$ cat src/rtl/audio_i2s_pkg.sv
// Shared types and default constants for the WM8731 I2S ADC receiver.
// Status outputs are only built when AUDIO_I2S_RX_STATUS_EN is defined.
package audio_i2s_pkg;

    localparam int AUDIO_DATA_W      = 24;
    localparam int AUDIO_FIFO_DEPTH  = 8;
    localparam int AUDIO_SYNC_STAGES = 2;

    typedef enum logic [1:0] {
        IDLE,
        SHIFT,
        DONE,
        WAIT
    } rx_state_t;

    typedef struct packed {
        logic [AUDIO_DATA_W-1:0] left;
        logic [AUDIO_DATA_W-1:0] right;
    } audio_frame_t;

endpackage

$ cat src/rtl/audio_i2s_fifo.sv
// First-word-fall-through frame FIFO; a push into a full FIFO is accepted
// only when a pop happens in the same cycle. Memory is left unreset.
module audio_i2s_fifo
    import audio_i2s_pkg::*;
#(
    parameter int DEPTH = AUDIO_FIFO_DEPTH
) (
    input  logic         clk,
    input  logic         reset,
    input  logic         push,
    input  audio_frame_t wr_data,
    input  logic         pop,
    output audio_frame_t rd_data,
    output logic         full,
    output logic         empty
);

    localparam int AW = $clog2(DEPTH);

    audio_frame_t   mem [DEPTH];
    logic [AW-1:0]  wr_ptr;
    logic [AW-1:0]  rd_ptr;
    logic [AW:0]    count;
    logic           wr_en;
    logic           rd_en;

    assign full    = (count == (AW+1)'(DEPTH));
    assign empty   = (count == '0);
    assign rd_en   = pop && !empty;
    assign wr_en   = push && (!full || rd_en);
    assign rd_data = mem[rd_ptr];

    always_ff @(posedge clk) begin
        if (wr_en)
            mem[wr_ptr] <= wr_data;
    end

    always_ff @(posedge clk) begin
        if (reset) begin
            wr_ptr <= '0;
            rd_ptr <= '0;
            count  <= '0;
        end else begin
            if (wr_en)
                wr_ptr <= wr_ptr + 1'b1;
            if (rd_en)
                rd_ptr <= rd_ptr + 1'b1;
            case ({wr_en, rd_en})
                2'b10:   count <= count + 1'b1;
                2'b01:   count <= count - 1'b1;
                default: count <= count;
            endcase
        end
    end

endmodule

$ cat src/rtl/audio_i2s_rx.sv
// I2S ADC receiver: synchronizes codec pins, deserializes stereo frames, queues them.
// Define AUDIO_I2S_RX_STATUS_EN to build the overflow flag and drop counter.
module audio_i2s_rx
    import audio_i2s_pkg::*;
#(
    parameter int DATA_W      = AUDIO_DATA_W,
    parameter int FIFO_DEPTH  = AUDIO_FIFO_DEPTH,
    parameter int SYNC_STAGES = AUDIO_SYNC_STAGES
) (
    input  logic              clk,
    input  logic              reset,
    input  logic              bclk,
    input  logic              adclrck,
    input  logic              adcdat,
    input  logic              enable,
    output logic [DATA_W-1:0] st_left_data,
    output logic [DATA_W-1:0] st_right_data,
    output logic              st_valid,
    input  logic              st_ready,
    input  logic              clear_status,
    output logic              overflow,
    output logic [15:0]       drop_count
);

    localparam int CNT_W = $clog2(DATA_W);

    logic [SYNC_STAGES-1:0] bclk_sync, lrck_sync, dat_sync;
    logic                   bclk_prev, strobe, lrck_s, dat_s, lrck_last;
    logic                   lr_change;

    rx_state_t              state, state_nx;
    logic [CNT_W-1:0]       bit_cnt;
    logic [DATA_W-1:0]      shreg, left_hold;
    logic                   chan, left_valid;
    logic                   start, shift_en, abort, done;

    logic                   push, pop, fifo_full, fifo_empty;
    logic                   drop_full, drop_inc;
    audio_frame_t           head;

    // Strobe is registered together with the lrck/data samples it qualifies.
    always_ff @(posedge clk) begin
        if (reset) begin
            bclk_sync <= '0;
            lrck_sync <= '0;
            dat_sync  <= '0;
            bclk_prev <= 1'b0;
            strobe    <= 1'b0;
            lrck_s    <= 1'b0;
            dat_s     <= 1'b0;
            lrck_last <= 1'b0;
        end else begin
            bclk_sync <= {bclk_sync[SYNC_STAGES-2:0], bclk};
            lrck_sync <= {lrck_sync[SYNC_STAGES-2:0], adclrck};
            dat_sync  <= {dat_sync[SYNC_STAGES-2:0], adcdat};
            bclk_prev <= bclk_sync[SYNC_STAGES-1];
            strobe    <= bclk_sync[SYNC_STAGES-1] & ~bclk_prev;
            lrck_s    <= lrck_sync[SYNC_STAGES-1];
            dat_s     <= dat_sync[SYNC_STAGES-1];
            if (strobe)
                lrck_last <= lrck_s;
        end
    end

    assign lr_change = strobe && (lrck_s != lrck_last);

    always_ff @(posedge clk) begin
        if (reset)
            state <= IDLE;
        else
            state <= state_nx;
    end

    always_comb begin
        state_nx = state;
        start    = 1'b0;
        shift_en = 1'b0;
        abort    = 1'b0;
        done     = 1'b0;
        case (state)
            IDLE: begin
                if (lr_change && !lrck_s) begin
                    state_nx = SHIFT;
                    start    = 1'b1;
                end
            end
            SHIFT: begin
                if (lr_change) begin
                    abort = 1'b1;
                    start = 1'b1;
                end else if (strobe) begin
                    shift_en = 1'b1;
                    if (bit_cnt == CNT_W'(DATA_W-1))
                        state_nx = DONE;
                end
            end
            DONE: begin
                done     = 1'b1;
                state_nx = WAIT;
            end
            WAIT: begin
                if (lr_change) begin
                    state_nx = SHIFT;
                    start    = 1'b1;
                end
            end
            default: state_nx = IDLE;
        endcase
        if (!enable) begin
            state_nx = IDLE;
            start    = 1'b0;
            shift_en = 1'b0;
            abort    = 1'b0;
            done     = 1'b0;
        end
    end

    // The change strobe itself is the I2S delay bit, so it only restarts the count.
    always_ff @(posedge clk) begin
        if (reset) begin
            bit_cnt    <= '0;
            chan       <= 1'b0;
            shreg      <= '0;
            left_hold  <= '0;
            left_valid <= 1'b0;
        end else begin
            if (start) begin
                bit_cnt <= '0;
                chan    <= lrck_s;
            end else if (shift_en) begin
                bit_cnt <= bit_cnt + 1'b1;
                shreg   <= {shreg[DATA_W-2:0], dat_s};
            end
            if (!enable || abort)
                left_valid <= 1'b0;
            else if (done && !chan) begin
                left_hold  <= shreg;
                left_valid <= 1'b1;
            end else if (done && chan)
                left_valid <= 1'b0;
        end
    end

    assign push      = done && chan && left_valid;
    assign pop       = st_valid && st_ready;
    assign drop_full = push && fifo_full && !pop;
    assign drop_inc  = abort || drop_full;

    audio_i2s_fifo #(.DEPTH(FIFO_DEPTH)) u_fifo (
        .clk     (clk),
        .reset   (reset),
        .push    (push),
        .wr_data ('{left: left_hold, right: shreg}),
        .pop     (pop),
        .rd_data (head),
        .full    (fifo_full),
        .empty   (fifo_empty)
    );

    assign st_valid      = !fifo_empty;
    assign st_left_data  = st_valid ? head.left  : '0;
    assign st_right_data = st_valid ? head.right : '0;

`ifdef AUDIO_I2S_RX_STATUS_EN
    // Clear wins over a same-cycle increment.
    always_ff @(posedge clk) begin
        if (reset || clear_status) begin
            overflow   <= 1'b0;
            drop_count <= '0;
        end else begin
            if (drop_full)
                overflow <= 1'b1;
            if (drop_inc && drop_count != 16'hFFFF)
                drop_count <= drop_count + 1'b1;
        end
    end
`else
    logic unused_status;
    assign unused_status = ^{clear_status, drop_inc, drop_full};
    assign overflow      = 1'b0;
    assign drop_count    = '0;
`endif

endmodule

$ cat config.mk
export PLATFORM = sky130hd
export DESIGN_NAME = audio_i2s_rx
export DESIGN_NICKNAME = d
export VERILOG_FILES = /design/src/rtl/audio_i2s_pkg.sv /design/src/rtl/audio_i2s_fifo.sv /design/src/rtl/audio_i2s_rx.sv
export SDC_FILE = /design/constraint.sdc
export NUM_CORES = 1
export LEC_CHECK = 0
export CORE_MARGIN = 2
export CORE_UTILIZATION = 41
export CTS_CLUSTER_SIZE = 8
export DETAILED_ROUTE_END_ITERATION = 12
export PLACE_DENSITY = 0.6
export RECOVER_POWER = 25
export SETUP_SLACK_MARGIN = 0.15
export SYNTH_ARGS = -nofsm -noshare
export SYNTH_HDL_FRONTEND = slang
export SYNTH_SLANG_ARGS = --single-unit
$ cat constraint.sdc
create_clock -name clk -period 10.7 [get_ports clk]
set_clock_uncertainty 0.05 [all_clocks]
set_input_delay 3.21 -clock clk [delete_from_list [all_inputs] [get_ports clk]]
set_output_delay 3.21 -clock clk [all_outputs]
set_load 0.01 [all_outputs]
==> results.py <==
metrics = {
    "die": {
        "pin_count": 74,
        "placement_rows": 76,
        "fp.dieArea_um2": 45300,
        "initial_utilization_pct": 41.5,
        "die_y_um": 213,
        "die_w_um": 213,
        "fp.coreArea_um2": 43100,
    },
    "clock_tree": {
        "cts.hold.buffers_added": 0,
        "clock_tree_from_tritoncts": "done",
        "cts.path.max_buffers": 3,
        "clock-sinks": 465,
        "cts.root.buffer_cell": "sky130_fd_sc_hd__clkbuf_16",
        "postCtsResizedCells": 0,
        "total_clock_buffers_created_by_cts": 68,
        "htree_num_levels": 3,
        "worst_skew_pair.late_latency_ns": 0.56,
        "cts_setup_buffers": 0,
        "clkTransAtPathRegs_ns": 0.05,
    },
    "timing": {
        "sum_of_negative_setup_slack_ns": 0,
        "max_slew.worst_pin.slew_ns": 1.13,
        "slew_headroom_pct": 24.7,
        "final_period_minus_worst_setup_slack_ns": 6.85,
        "fmaxAchievable_mhz": 146,
        "final-max-slew-violation-count": 0,
        "setup_repair_after_global_routing_missed_its_margin": "no",
        "finalHoldViolations": 0,
        "layout_worst_path_cycle_share_pct": 64.0,
        "final-setup-viol-count": 0,
    },
    "yosys": {
        "ys_dominant_reg_cell": "sky130_fd_sc_hd__edfxtp_1",
        "synth_seq_area_share_pct": 73.6,
        "avg_synthesized_cell_area_um2": 18.3,
        "synth_adder_area_share_pct": 0.770,
        "yosys_warnings": 0,
        "synth.largest_area_cell": "sky130_fd_sc_hd__edfxtp_1",
        "synthesis.instances": 979,
        "ys_async_sr_fraction_pct": 0,
        "synth_cell_type_count": 46,
        "synth-edff-count": 384,
        "dominant_combinational_cell_family_by_area_after_synthesis": "multiplexers",
        "portion_of_synthesized_cell_area_occupied_by_the_leading_cell_type_pct": 64.5,
        "post_synth_main_area_contributors": "sky130_fd_sc_hd__edfxtp_1, sky130_fd_sc_hd__mux4_2, sky130_fd_sc_hd__dfxtp_1",
        "synth-compound-area-share_pct": 1.65,
        "syn_area_um2": 17900,
        "register_bit_count_reported_by_yosys": 465,
        "synth_simple_gate_area_share_pct": 4.63,
        "fraction_of_synthesized_area_in_multiplexers_pct": 16.4,
        "yosys.area_share.xor_xnor_pct": 0.581,
    },
    "min_path": {
        "hold_path_depth": 1,
        "hold_class": "register to register",
    },
    "drt": {
        "length_of_the_first_detailed_routing_pass_in_iterations": 5,
        "number_of_drc_markers_after_the_initial_detailed_route_iteration": 706,
        "drc_errors": 0,
        "drt_wl_total_um": 36200,
        "wl_per_cell_um": 21.2,
        "antenna_left": 0,
        "dr_total_vias": 8859,
        "post_drt_via_cell_ratio": 5.19,
    },
    "pwr": {
        "power_mw": 3.91,
        "pwr_density_cell_nw_per_um2": 186,
        "p_leak_nw": 7.20,
        "vdd_drop_max_v": 0.0000965,
    },
    "grt": {
        "overflow": 0,
        "grt_antenna_before_repair": 0,
        "number_of_global_route_vias_before_repair": 9117,
        "grt_pass1_wl_um": 55200,
        "grt_start_max_net_pins": 75,
        "grt_util_all_layers_pct": 16.5,
    },
    "critical_path": {
        "critPathCaptureType": "primary output",
        "worst_reg_to_reg_path_cell_count": 7,
        "cp_max_fanout": 36,
        "worstSetupStartpointType": "register",
        "crit_arrival_ns": 3.59,
        "required_ns": 7.44,
        "critical_path_class": "register to primary output",
    },
    "cells_and_area": {
        "area_growth_from_synthesis_to_layout_pct": 17.8,
        "layout.nets": 1088,
        "n_antenna_cell": 0,
        "post_route_cells_drive_above_1_share_pct": 18.6,
    },
    "flow_run": {
        "cap_viol_max_count": 0,
    },
    "placement": {
        "hpwl_um": 18400,
        "placement.io_buffers": 55,
        "gp_congestion": 0.721,
    },
    "run_status": {
        "outcome": "complete, no violations",
    },
}
-- Yosys cell counts, drive strengths merged (6+ instances only) --
cell,instances
nand2,59
xnor2,6
a21oi,33
mux2i,75
edfxtp,384
inv,10
nor3,6
mux4,96
clkbuf,21
nor2,89
nor2b,11
dfxtp,81
ha,11
buf,49
-- report_power, final --
part	leakage, nW	internal, mW	switching, mW	total [mW]
Sequential	4.79	1.94	0.000726	1.94
Combinational	1.47	0.00329	0.00982	0.0131
Clock	0.950	1.22	0.738	1.96
-- sequential cells by signal (all words and copies together), names as in the netlist, 2 cells and up, named ones only --
| signal | flops |
|---|---|
| bit_cnt | 5 |
| u_fifo.mem | 384 |
| left_hold | 24 |
| u_fifo.count | 4 |
| shreg | 24 |
| u_fifo.rd_ptr | 3 |
| dat_sync | 2 |
| lrck_sync | 2 |
| bclk_sync | 2 |
| state | 2 |
| u_fifo.wr_ptr | 3 |
-- metrics by stage --
step           hold slack, ns  setup slack (ns)  util (%)  cell area, um^2  instances
3_3_place_gp            0.325              4.27      44.2            19000       1584
4_1_cts                 0.343              3.67      48.8            21000       1708
5_1_grt                 0.357              3.52      48.8            21000       1708
2_1_floorplan           0.317              1.32         -            17900        995
6_report                0.335              3.85      48.8            21000       1708
3_5_place_dp            0.336              4.27      44.2            19000       1584
-- worst paths after layout --
check                 start  slack, ns                 to
hold / removal    bclk_prev       0.34             strobe
setup / recovery   register       3.85    st_left_data[8]
hold reg to reg   bclk_prev       0.34             strobe
setup reg to reg   state[0]       7.55  u_fifo.mem[7][35]
-- cell type report --
type,count,area (um^2)
fill,3567,22000
sequential,465,13200
multi-input combinational,450,4420
clock buffer,119,1940
tap,585,732
timing repair buffer,74,688
clock inverter,5,62.6
inverter,10,37.5
-- worst max-delay path, cell delays in order (launching register included) --
cell and delay (ns):
sky130_fd_sc_hd__dfxtp_4 0.76, sky130_fd_sc_hd__buf_4 0.72, sky130_fd_sc_hd__mux4_2 0.60, sky130_fd_sc_hd__mux2i_1 0.27, sky130_fd_sc_hd__nor2_1 0.11, sky130_fd_sc_hd__clkdlybuf4s50_1 0.52
-- metal layers --
| layer | vias up | share of wire (%) | track usage [%] |
|---|---|---|---|
| li1 | 3956 | - | - |
| met3 | 61 | 4.4 | 3.03 |
| met2 | 210 | 48 | 26.1 |
| met1 | 4632 | 46 | 23.6 |
| met5 | - | 0 | 0 |
| met4 | 0 | 2.0 | 4.68 |
-- cell families after synthesis --
family                   after synthesis
AO/OA/AOI/OAI                         49
multiplexers                         173
adder cells (fa/ha/maj)               11
AND/OR/NAND/NOR                      189
buffers and inverters                 80
flip-flops                           465
other                                  1
XOR/XNOR                              11
-- placed cells by master, fill, tap and decap left out, types with 5 or more instances in the layout --
cell                              synthesis  final
sky130_fd_sc_hd__a21oi_1                 33     33
sky130_fd_sc_hd__buf_4                   20     19
sky130_fd_sc_hd__clkbuf_1                21     49
sky130_fd_sc_hd__clkbuf_16                0     70
sky130_fd_sc_hd__clkdlybuf4s50_1          0     54
sky130_fd_sc_hd__conb_1                   1     17
sky130_fd_sc_hd__dfxtp_1                 81     78
sky130_fd_sc_hd__edfxtp_1               384    384
sky130_fd_sc_hd__ha_1                    11     11
sky130_fd_sc_hd__inv_1                    9      9
sky130_fd_sc_hd__mux2i_1                 75     75
sky130_fd_sc_hd__mux4_2                  96     96
sky130_fd_sc_hd__nand2_1                 59     59
sky130_fd_sc_hd__nand3_1                  5      5
sky130_fd_sc_hd__nor2_1                  89     87
sky130_fd_sc_hd__nor2b_1                 11     11
sky130_fd_sc_hd__xnor2_1                  6      6
Note: power is estimated with default switching activity, not from simulation.
